`src/rtl/mux_nx1_stream_pkg.sv`:
```
// Shared constants and types for the N-input registered stream multiplexer.
package mux_nx1_stream_pkg;

  localparam int DEF_WIDTH = 8;
  localparam int DEF_N_IN  = 4;
  localparam int DEF_SEL_W = 2;
  localparam int DEF_CNT_W = 16;

  typedef enum logic {
    ST_EMPTY = 1'b0,
    ST_FULL  = 1'b1
  } state_e;

  // Index following idx in a ring of n channels.
  function automatic int rr_next(input int idx, input int n);
    return (idx + 1 >= n) ? 0 : idx + 1;
  endfunction

endpackage

```
`src/rtl/mux_nx1_stream_if.sv`:
```
// Handshake bundle of mux_nx1_stream: N input channels, one output channel, status.
interface mux_nx1_stream_if import mux_nx1_stream_pkg::*; #(
  parameter int WIDTH = DEF_WIDTH,
  parameter int N_IN  = DEF_N_IN,
  parameter int SEL_W = DEF_SEL_W,
  parameter int CNT_W = DEF_CNT_W
) ();

  logic [N_IN*WIDTH-1:0] in_data;
  logic [N_IN-1:0]       in_valid;
  logic [N_IN-1:0]       in_ready;
  logic [SEL_W-1:0]      sel;
  logic [WIDTH-1:0]      out_data;
  logic                  out_valid;
  logic                  out_ready;
  logic [SEL_W-1:0]      out_src;
  logic                  sel_err;
  logic [CNT_W-1:0]      xfer_cnt;

  modport slave (
    input  in_data, in_valid, sel, out_ready,
    output in_ready, out_data, out_valid, out_src, sel_err, xfer_cnt
  );

  modport master (
    output in_data, in_valid, sel, out_ready,
    input  in_ready, out_data, out_valid, out_src, sel_err, xfer_cnt
  );

endinterface

```
`src/rtl/mux_nx1_stream_mux.sv`:
```
// Combinational N_IN x WIDTH select mux; an out-of-range select yields zero.
module mux_nx1_w #(
  parameter int WIDTH = 8,
  parameter int N_IN  = 4,
  parameter int SEL_W = 2
) (
  input  logic [N_IN*WIDTH-1:0] data_i,
  input  logic [SEL_W-1:0]      sel_i,
  output logic [WIDTH-1:0]      data_o
);

  // NOTE: assigning a default before the loop keeps every path driven, so no latch is inferred.
  always_comb begin
    data_o = '0;
    for (int i = 0; i < N_IN; i++) begin
      if (sel_i == SEL_W'(i)) data_o = data_i[i*WIDTH +: WIDTH];
    end
  end

endmodule

```
`src/rtl/mux_nx1_stream.sv`:
```
// Registered N:1 stream mux with valid/ready, source tag, transfer count and select error.
// Define MUX_RR_AUTO_SEL_EN to replace the external select with round-robin arbitration.
module mux_nx1_stream import mux_nx1_stream_pkg::*; #(
  parameter int WIDTH = DEF_WIDTH,
  parameter int N_IN  = DEF_N_IN,
  parameter int SEL_W = DEF_SEL_W,
  parameter int CNT_W = DEF_CNT_W
) (
  input logic              clk,
  input logic              reset,
  mux_nx1_stream_if.slave  bus
);

  state_e           state_q;
  logic [WIDTH-1:0] data_q;
  logic [SEL_W-1:0] src_q;
  logic             err_q;
  logic [CNT_W-1:0] cnt_q;

  logic             can_load;
  logic             sel_ok;
  logic             err_d;
  logic             accept;
  logic [SEL_W-1:0] active_sel;
  logic [N_IN-1:0]  in_ready_d;
  logic [WIDTH-1:0] mux_data;

  // A held word can be replaced in the same cycle it is taken downstream.
  assign can_load = (state_q == ST_EMPTY) | bus.out_ready;

`ifdef MUX_RR_AUTO_SEL_EN
  logic [SEL_W-1:0] rr_q;

  // Pick the valid channel at the smallest ring distance from rr_q.
  always_comb begin
    int d;
    int best_d;
    d          = 0;
    best_d     = N_IN;
    active_sel = rr_q;
    sel_ok     = 1'b0;
    for (int i = 0; i < N_IN; i++) begin
      d = (i + N_IN - int'(rr_q)) % N_IN;
      if (bus.in_valid[i] && d < best_d) begin
        best_d     = d;
        active_sel = SEL_W'(i);
        sel_ok     = 1'b1;
      end
    end
    err_d = 1'b0;
  end

  always_ff @(posedge clk) begin
    if (reset)       rr_q <= '0;
    else if (accept) rr_q <= SEL_W'(rr_next(int'(active_sel), N_IN));
  end
`else
  always_comb begin
    active_sel = bus.sel;
    sel_ok     = (int'(bus.sel) < N_IN);
    err_d      = can_load & ~sel_ok;
  end
`endif

  always_comb begin
    in_ready_d = '0;
    for (int i = 0; i < N_IN; i++) begin
      in_ready_d[i] = ~reset & can_load & sel_ok & (active_sel == SEL_W'(i));
    end
  end

  assign accept = |(bus.in_valid & in_ready_d);

  mux_nx1_w #(
    .WIDTH (WIDTH),
    .N_IN  (N_IN),
    .SEL_W (SEL_W)
  ) u_mux (
    .data_i (bus.in_data),
    .sel_i  (active_sel),
    .data_o (mux_data)
  );

  // NOTE: sequential state uses non-blocking assignments so every register samples pre-edge values.
  always_ff @(posedge clk) begin
    if (reset) begin
      state_q <= ST_EMPTY;
      data_q  <= '0;
      src_q   <= '0;
      err_q   <= 1'b0;
      cnt_q   <= '0;
    end else begin
      err_q <= err_d;
      case (state_q)
        ST_EMPTY: begin
          if (accept) state_q <= ST_FULL;
        end
        ST_FULL: begin
          if (!accept && bus.out_ready) state_q <= ST_EMPTY;
        end
        default: state_q <= ST_EMPTY;
      endcase
      if (accept) begin
        data_q <= mux_data;
        src_q  <= active_sel;
        cnt_q  <= cnt_q + CNT_W'(1);
      end
    end
  end

  assign bus.in_ready  = in_ready_d;
  assign bus.out_data  = data_q;
  assign bus.out_valid = (state_q == ST_FULL);
  assign bus.out_src   = src_q;
  assign bus.sel_err   = err_q;
  assign bus.xfer_cnt  = cnt_q;

endmodule

```
`src/flat_wrapper.sv`:
```
// flat-port wrapper written by rule: the top's interface ports become plain ports
module mux_nx1_stream_flat import mux_nx1_stream_pkg::*;
#(
  parameter int WIDTH = DEF_WIDTH,
  parameter int N_IN  = DEF_N_IN,
  parameter int SEL_W = DEF_SEL_W,
  parameter int CNT_W = DEF_CNT_W
)
  (clk, reset, bus_in_data, bus_in_valid, bus_sel, bus_out_ready, bus_in_ready, bus_out_data, bus_out_valid, bus_out_src, bus_sel_err, bus_xfer_cnt);
  mux_nx1_stream_if #(.WIDTH(WIDTH), .N_IN(N_IN), .SEL_W(SEL_W), .CNT_W(CNT_W)) bus_i ();
  input logic clk;
  input logic reset;
  input wire logic [$bits(bus_i.in_data)-1:0] bus_in_data;
  input wire logic [$bits(bus_i.in_valid)-1:0] bus_in_valid;
  input wire logic [$bits(bus_i.sel)-1:0] bus_sel;
  input wire logic [$bits(bus_i.out_ready)-1:0] bus_out_ready;
  output wire logic [$bits(bus_i.in_ready)-1:0] bus_in_ready;
  output wire logic [$bits(bus_i.out_data)-1:0] bus_out_data;
  output wire logic [$bits(bus_i.out_valid)-1:0] bus_out_valid;
  output wire logic [$bits(bus_i.out_src)-1:0] bus_out_src;
  output wire logic [$bits(bus_i.sel_err)-1:0] bus_sel_err;
  output wire logic [$bits(bus_i.xfer_cnt)-1:0] bus_xfer_cnt;
  assign bus_i.in_data = bus_in_data;
  assign bus_i.in_valid = bus_in_valid;
  assign bus_i.sel = bus_sel;
  assign bus_i.out_ready = bus_out_ready;
  assign bus_in_ready = bus_i.in_ready;
  assign bus_out_data = bus_i.out_data;
  assign bus_out_valid = bus_i.out_valid;
  assign bus_out_src = bus_i.out_src;
  assign bus_sel_err = bus_i.sel_err;
  assign bus_xfer_cnt = bus_i.xfer_cnt;
  mux_nx1_stream #(.WIDTH(WIDTH), .N_IN(N_IN), .SEL_W(SEL_W), .CNT_W(CNT_W)) u_core (.clk(clk), .reset(reset), .bus(bus_i));
endmodule
```
`config.mk`:
```
export PLATFORM = sky130hd
export DESIGN_NAME = mux_nx1_stream_flat
export DESIGN_NICKNAME = d
export VERILOG_FILES = /design/src/rtl/mux_nx1_stream_pkg.sv /design/src/rtl/mux_nx1_stream_if.sv /design/src/rtl/mux_nx1_stream_mux.sv /design/src/rtl/mux_nx1_stream.sv /design/src/flat_wrapper.sv
export SDC_FILE = /design/constraint.sdc
export NUM_CORES = 1
export LEC_CHECK = 0
export CORE_MARGIN = 2
export CORE_UTILIZATION = 40
export DETAILED_ROUTE_END_ITERATION = 10
export PLACE_DENSITY = 0.82
export SLEW_MARGIN = 15
export SYNTH_ARGS = -nofsm -noshare
export SYNTH_HDL_FRONTEND = slang
export SYNTH_SLANG_ARGS = --single-unit
```
`constraint.sdc`:
```
create_clock -name clk -period 1.85 [get_ports clk]
set_input_delay 0.37 -clock clk [delete_from_list [all_inputs] [get_ports clk]]
set_output_delay 0.37 -clock clk [all_outputs]
set_load 0.005 [all_outputs]
```
## Word level (Yosys, flattened, before mapping)

Index checks and enable logic that the tools add are counted.

| word-level totals | value |
|---|---|
| input bits | 41 |
| word-level logic and storage cells | 28 |
| register bits after elaboration | 27 |

| cells by class | value |
|---|---|
| bitwise operators | 9 |
| $add $sub $neg | 1 |
| equality and inequality tests | 3 |
| muxes and demuxes | 7 |
| reduce and logical (&&, ||, !) cells | 4 |

Operators with widths:

| operator | count |
|---|---|
| $mux 8 | 4 |
| $add 16x1->16 const B | 1 |
| $and 1x1->1 | 5 |
| $and 4x4->4 | 1 |
| $eq 2x2->1 const B | 2 |
| $reduce_or 4->1 | 1 |
| $eq 2x1->1 const B | 1 |
| $logic_not 2->1 | 1 |
| $mux 1 | 2 |
| $not 1->1 | 2 |
| $pmux 1 s2 | 1 |
| $logic_and 1x1->1 | 1 |
| $logic_not 1->1 | 1 |
| $or 1x1->1 | 1 |

## Longest topological paths before layout

Gate-level depths: netlist of the first run.

| depth | value |
|---|---|
| depth in word-level cells | 10 |
| mapped depth | 6 |
| depth with buffers taken out | 4 |

## Hierarchy

A second synthesis of the first run with hierarchy kept.

| second synthesis, totals | value |
|---|---|
| cell total of the unflattened synthesis | 153 |
| area total of the unflattened synthesis | 1506.4 sq um |

By module, submodules not included:

| module | cells an instance | sequential area each (sq um) | area an instance (sq um) | times used |
|---|---|---|---|---|
| mux_nx1_stream | 143 | 540.5 | 1310.0 | 1 |
| mux_nx1_w | 10 | 0.0 | 196.4 | 1 |

## Worst setup path after synthesis of the first run

OpenSTA, ideal clock, no wires.

| timing | value |
|---|---|
| kind | input port to flip-flop |
| start | in bus_sel[0] |
| end | reg u_core.cnt_q[11], in the netlist u_core.bus.xfer_cnt[11] |
| data arrival time | 1570 ps |
| slack | 145 ps |
| stages | 6 |
| library setup time | 135 ps |
| path buffers | 2 |
| data required time | 1715 ps |
| cell sequence | buf_6 -> mux4_2 -> nand4b_2 -> buf_2 -> o311ai_0 -> o41ai_1 |

| between the ends | value |
|---|---|
| cells in the longest elaborated chain, start to end | 4 |
| elaborated cells on any way between the ends | 10 |
| those cells by class | eq/ne: 3; bitwise: 5; reduce/logical: 2 |

Ends and longest elaborated chain:

| what | RTL line | source |
|---|---|---|
| start, declared | flat_wrapper.sv:15 | `input wire logic [$bits(bus_i.sel)-1:0] bus_sel;` |
| $eq 2x1->1 (tied with other cells) | mux_nx1_stream.sv:68 | `in_ready_d[i] = ~reset & can_load & sel_ok & (active_sel == SEL_W'(i));` |
| $and 1x1->1 | mux_nx1_stream.sv:68 |  |
| $and 4x4->4 (*) | mux_nx1_stream.sv:72 | `assign accept = \|(bus.in_valid & in_ready_d);` |
| $reduce_or 4->1 (*) | mux_nx1_stream.sv:72 |  |
| end signal, assigned | mux_nx1_stream.sv:106 | `cnt_q <= cnt_q + CNT_W'(1);` |
| end, declared | mux_nx1_stream.sv:18 | `logic [CNT_W-1:0] cnt_q;` |

Mark *: on every way between the ends. The rest lies on a longest branch, timed or not.
A chain may end at the register's enable or synchronous reset.

## Worst setup path in the final report of the first run

| timing | value |
|---|---|
| start | in bus_out_ready |
| end | out bus_in_ready[2] |

| between the ends | value |
|---|---|
| cells in the longest elaborated chain, start to end | 3 |

Ends and longest elaborated chain:

| what | RTL line | source |
|---|---|---|
| start, declared | flat_wrapper.sv:16 | `input wire logic [$bits(bus_i.out_ready)-1:0] bus_out_ready;` |
| $or 1x1->1 | mux_nx1_stream.sv:29 | `assign can_load = (state_q == ST_EMPTY) \| bus.out_ready;` |
| $and 1x1->1 (2 in series) | mux_nx1_stream.sv:68 |  |
| end, declared | flat_wrapper.sv:17 | `output wire logic [$bits(bus_i.in_ready)-1:0] bus_in_ready;` |

No other way between the ends.

==> results of run 1 <==
-- critical path: stages --
cell and delay (ns):
clkdlybuf4s50_1 0.47, nand2b_4 0.14, nand2_4 0.08, nor3b_1 0.23
clkbuf_2 0.16
-- layer usage --
layer | wire length [um] | global-route usage | vias up
met3 | 449 | 0.07570 | 2
met1 | 1577 | 0.2297 | 700
li1 | - | - | 733
met2 | 1698 | 0.3060 | 74
met4 | 21 | 0.03261 | 0
met5 | 0 | 0 | -
-- registers in the layout (all words and copies together), names as in the netlist --
signal / flops
u_core.bus.out_valid: 1
u_core.bus.out_src: 2
u_core.bus.xfer_cnt: 16
u_core.bus.out_data: 8
-- layout make-up --
type / instances / area (um^2)
fillers: 251 / 1007
inverters: 7 / 26.28
clock buffers: 4 / 26.28
well taps: 46 / 57.56
flip-flops and latches: 27 / 540.5
repair buffers: 94 / 885.9
multi-input cells: 102 / 845.8
-- worst max path at each step --
stage / endpoint / start / slack, ns
after detailed placement: u_core.bus.xfer_cnt[14] / bus_sel[0] / -0.42
final: bus_in_ready[2] / bus_out_ready / 0.03
after CTS: u_core.bus.xfer_cnt[5] / bus_in_valid[0] / -0.0002
after floorplan: u_core.bus.xfer_cnt[11] / bus_sel[0] / 0.14
after global placement: u_core.bus.xfer_cnt[12] / bus_sel[0] / -0.39
after global routing: bus_in_ready[2] / bus_out_ready / -0.02
-- stage by stage --
step / cells / hold slack, ns / setup slack [ns] / util / cell area, um^2
global placement: 270 / 0.4597 / -0.3937 / 0.6704 / 2272
detailed placement: 270 / 0.4660 / -0.4199 / 0.6704 / 2272
CTS: 277 / 0.4840 / -0.0002067 / 0.6914 / 2344
floorplan: 147 / 0.4622 / 0.1448 / - / 1436
global route: 280 / 0.5027 / -0.01856 / 0.7028 / 2382
finish: 280 / 0.4846 / 0.03111 / 0.7028 / 2382
-- cell usage after synthesis (all sizes together) (3+ instances only) --
master	number	area, um^2
clkbuf	5	20.01
a21oi	13	65.06
mux2i	10	100.1
and4	3	26.28
nand3	3	15.01
o21ai	7	35.03
inv	7	26.28
dfxtp	27	540.5
or4	5	37.54
or3	6	37.54
o31ai	6	45.04
nor2	12	45.04
mux4	9	206.5
nand2	6	22.52
nand4	4	25.02
buf	6	40.03
-- timing repair --
| action | CTS | global route |
|---|---|---|
| gates cloned | 0 | 0 |
| endpoints found under the setup margin | 13 | 14 |
| resized for setup | 17 | 12 |
| buffers inserted | 3 | 3 |
| pin swaps | 2 | 2 |
-- kinds of logic (layout without fill, tap and decap cells) --
| family | Yosys count | after routing |
|---|---|---|
| XOR/XNOR | 2 | 2 |
| adder cells (fa/ha/maj) | 1 | 1 |
| multiplexers | 21 | 21 |
| AO/OA/AOI/OAI | 31 | 31 |
| flip-flops | 27 | 27 |
| AND/OR/NAND/NOR | 46 | 46 |
| other | 1 | 1 |
| buffers and inverters | 18 | 105 |
-- power breakdown --
part	total (W)	internal (W)	leakage [nW]	switching, W
clock	0.000257	0.0000846	0.0150	0.000172
sequential	0.000618	0.000603	0.219	0.0000151
combinational	0.000300	0.000199	0.723	0.000101
==> results.yml, run 1 <==
run_status:
  status: "completed"
floorplanning:
  start_util: 0.4238
  chipWidth_um: 63.93
  boundaryPins: 73
  core-area_mm2: 0.003390
  die_area_mm2: 0.004086
  std_cell_rows: 21
  die_y_um: 63.93
timing:
  setup_tns_ns: 0
  finalCritPeriodShare: 0.9832
  hold_viol: 0
  finalCriticalPeriod_ns: 1.819
  drv_slew: 0
  finClkSkew_ns: 0.006933
  max_freq_ghz: 0.5498
  setup_viol: 0
worst_setup_path:
  path_max_fanout: 4
  r2r_start: "u_core.bus.xfer_cnt[0]"
  worstSetupEndpointType: "primary output"
  critPathArrivalTime_ns: 1.45
  r2r_setup_slack_ns: 0.27
  ff2ff_path_depth: 4
  timing.rr.end: "u_core.bus.xfer_cnt[12]"
  cp-start-kind: "primary input"
  path_class: "primary input to primary output"
  cp_data_required_time_ns: 1.48
drt:
  totalWireLength_um: 3746
  drc: 0
  avgViaCountPerCell: 5.389
  ant_nets: 0
  dr.pass1.iters: 6
  drt_iter0_drc: 53
  vias: 1509
  wire_per_inst_um: 13.38
synth:
  synth_seq_cells: 27
  synth-simple-area-share: 0.1821
  synth.distinct_cells: 37
  synth-compound-area-share: 0.1289
  synth_warnings: 0
  synth-adder-area-share: 0.008711
  synth_top_family_by_area: "multiplexers"
  postSynthAreaPerCell_um2: 9.771
  netlist_area_mm2: 0.001436
  ys_async_sr_fraction: 0
  syn-num-nets: 189
  synth.mux.area_fraction: 0.2291
  ys.flop_type: "dfxtp_1"
  synth-edff-count: 0
  synthXorXnorAreaFrac: 0.01220
  seq_area_frac_synth: 0.3763
  syn-instance-count: 147
cts:
  numCtsBuffers: 3
  clk_path_buf_depth: 2
  cts-htree-levels: 1
  cts_hold_buf: 0
  cts.clk_slew.worst_paths_ns: 0.13
  cts_tree: "yes"
  cts-root-buf: "clkbuf_4"
  cts_sinks: 27
  clock_latency_ns: 0.33
power_and_ir_drop:
  cellPowerDensity_mw_per_mm2: 493.0
  leakagePower_nw: 0.9573
  p_total_w: 0.001174
  ir_worst_vdd_mv: 0.2745
grt:
  grt_pass1_wl_um: 6092
  grt_max_degree: 26
  grtUsageTotal: 0.1856
  grt_pass1_vias: 1346
  grt_overflow: 0
  antenna_found_initial: 0
finish:
  diodes: 0
  syn2layout_area_growth_pct: 65.85
  layout_commonest_cell: "clkdlybuf4s50_1"
  drive_gt1_frac: 0.1923
  final_cell_mix: "60 x clkdlybuf4s50_1, 27 x dfxtp_1, 21 x buf_4, 13 x a21oi_1, 11 x nor2_1"
  layout.nets: 277
worst_hold_path:
  hold_class: "register to register"
  hold_path_depth: 2
  worstHoldStart: "u_core.bus.out_src[1]"
  whs_endpoint: "u_core.bus.out_src[1]"
placed_design:
  gp_congestion: 0.7735
  port_buffers: 71
  hpwlAfterDp_um: 2878
run:
  drv_cap: 0
(Power assumes the default switching activity.)
==> inputs of run 2 (changes only) <==
- CORE_UTILIZATION: 40 -> 35
- GPL_ROUTABILITY_DRIVEN: unset -> 1
- PLACE_DENSITY: 0.82 -> 0.74
==> run 2 against run 1 <==
Critical path depth is the same. Hold slack worse by 0.0017 ns. Count of clock-buffer cells in the layout fell by 1. Clock power grew 36%. Worst setup slack better by 0.050 ns. First-iteration DRC count increased by 1.9%. Maximum frequency rose by 2.8%. Cell count rose by 1.4%. Register-to-register slack got worse by 0.04 ns. Die area rose by 13%. Combinational power up 2%. Non-clock buffer count did not move. Critical endpoint is now bus_in_ready[3]. Largest cell class unchanged. Largest power group unchanged. Highest routed layer unchanged.
==> results.yml, run 2 (synthesis gave the netlist of run 1 again) <==
run_status:
  status: "completed"
power_and_ir_drop:
  cellPowerDensity_mw_per_mm2: 523.6
  p_total_w: 0.001272
  p_seq_frac: 0.485
  comb_power_share: 0.240
  p_int_w: 0.0009586
  ir_worst_vdd_mv: 0.3181
  swShare: 0.2462
  power_switching_w: 0.0003131
  p_clk_frac: 0.274
  leakagePower_nw: 0.9609
grt:
  grt_pass1_vias: 1466
  grtUsageTotal: 0.1859
  grt_max_degree: 26
  antenna_found_initial: 0
  grt_pass1_wl_um: 6423
  grt_overflow: 0
worst_setup_path:
  cp-start-kind: "primary input"
  ff2ff_path_depth: 4
  r2r_setup_slack_ns: 0.23
  path_max_fanout: 6
  crit_start: "bus_out_ready"
  worstSetupPathDepth: 5
  cp_top_family: "buffers and inverters"
  cp_slowest_stage_delay_ns: 0.45
  critPathArrivalTime_ns: 1.40
  path_class: "primary input to primary output"
  cp_num_buf_inv: 3
  r2r_start: "u_core.bus.xfer_cnt[4]"
  cp_cell_sequence: "clkdlybuf4s50_1, nand2b_4, buf_6, and4_1, buf_2"
  cp_data_required_time_ns: 1.48
  timing.rr.end: "u_core.bus.xfer_cnt[8]"
  cp_slowest_cell: "clkdlybuf4s50_1"
  crit_end: "bus_in_ready[3]"
  worstSetupEndpointType: "primary output"
timing:
  finalCritPeriodShare: 0.9560
  finClkSkew_ns: 0.005854
  max_freq_ghz: 0.5654
  hold_viol: 0
  setup_viol: 0
  rsz0062_at_grt: "false"
  finalCriticalPeriod_ns: 1.769
  drv_slew: 0
finish:
  final-seq-area_um2: 540.5
  largest_reg_flops: 16
  diodes: 0
  layout_commonest_cell: "clkdlybuf4s50_1"
  multi_input_area_um2: 860.8
  final_cell_mix: "60 x clkdlybuf4s50_1, 27 x dfxtp_1, 20 x buf_4, 11 x a21oi_1, 11 x nor2_1"
  layout.cells.non_filler: 284
  syn2layout_area_growth_pct: 69.08
  drive_gt1_frac: 0.2094
  layout.nets: 277
  nFillCells: 344
cts:
  numCtsBuffers: 3
  cts_sinks: 27
  cts_tree: "yes"
  clock_latency_ns: 0.28
  cts-htree-levels: 1
  cts.clk_slew.worst_paths_ns: 0.09
  clk_path_buf_depth: 2
  cts_hold_buf: 0
  cts-root-buf: "clkbuf_8"
drt:
  ant_nets: 0
  wire_per_inst_um: 13.56
  totalWireLength_um: 3850
  avgViaCountPerCell: 5.176
  drc: 0
  dr.pass1.iters: 4
  vias: 1470
  drt_iter0_drc: 54
worst_hold_path:
  hold_class: "register to register"
  worstHoldStart: "u_core.bus.out_src[1]"
placed_design:
  placed_cells: 275
  hpwlAfterDp_um: 2964
  port_buffers: 71
  gp_congestion: 0.8312
run:
  drv_cap: 0
floorplanning:
  core-area_mm2: 0.003971
  std_cell_rows: 23
  chipWidth_um: 68.06
  die_area_mm2: 0.004632
  boundaryPins: 73
  die_y_um: 68.06
  start_util: 0.3617
==> run 2: final cells by class <==
cell class                 count  area share
sequential                    27      0.2226
tap                           50     0.02576
clock inverter                 1    0.003091
multi-input combinational    102      0.3545
clock buffer                   3     0.01700
timing repair buffer          94      0.3663
inverter                       7     0.01082
==> run 2: stage by stage <==
stage,TNS (ns),hold WS (ns),instance area [um^2],worst slack [ns],util
after CTS,-0.008964,0.4880,2395,-0.008964,0.6030
after global routing,0,0.5163,2429,0.02482,0.6115
after detailed placement,-9.547,0.4751,2297,-0.4246,0.5785
after floorplan,0,0.4622,1436,0.1448,-
after global placement,-8.790,0.4635,2297,-0.3847,0.5785
final,0,0.4830,2429,0.08132,0.6115
==> run 2: worst register-to-register path, stage by stage, from the launching register on <==
cell     delay (ns)
dfxtp_1        0.44
and4_1         0.27
nand2_1        0.18
or4_1          0.51
a21oi_1        0.16
==> run 2: power groups by stage <==
stage | Sequential [W] | Combinational, W | Clock (W)
final | 0.000617 | 0.000305 | 0.000349
after detailed placement | 0.000630 | 0.000296 | 0
after floorplan | 0.000629 | 0.000118 | 0
after global routing | 0.000620 | 0.000332 | 0.000389
after global placement | 0.000629 | 0.000292 | 0
after CTS | 0.000618 | 0.000303 | 0.000360
==> run 2: what timing repair did <==
action,4_1_cts,5_1_grt
pin swaps,3,6
gates resized for setup,21,12
setup endpoints to repair,25,14
buffers inserted,4,1
==> run 2: worst min-delay path by stage <==
| stage | to | cells after the start |
|---|---|---|
| floorplan | u_core.bus.out_src[1] | 2 |
| global placement | u_core.bus.out_src[1] | 2 |
| CTS | u_core.bus.out_src[1] | 2 |
| detailed placement | u_core.bus.out_src[1] | 2 |
| finish | u_core.bus.out_src[1] | 2 |
| global route | u_core.bus.out_src[1] | 2 |
==> run 2: per-layer routing <==
metal	wire, um	global-route usage	up-vias
li1	-	-	726
met1	1597	0.2128	678
met2	1810	0.3119	62
met3	395	0.07072	4
met4	47	0.07250	0
met5	0	0	-
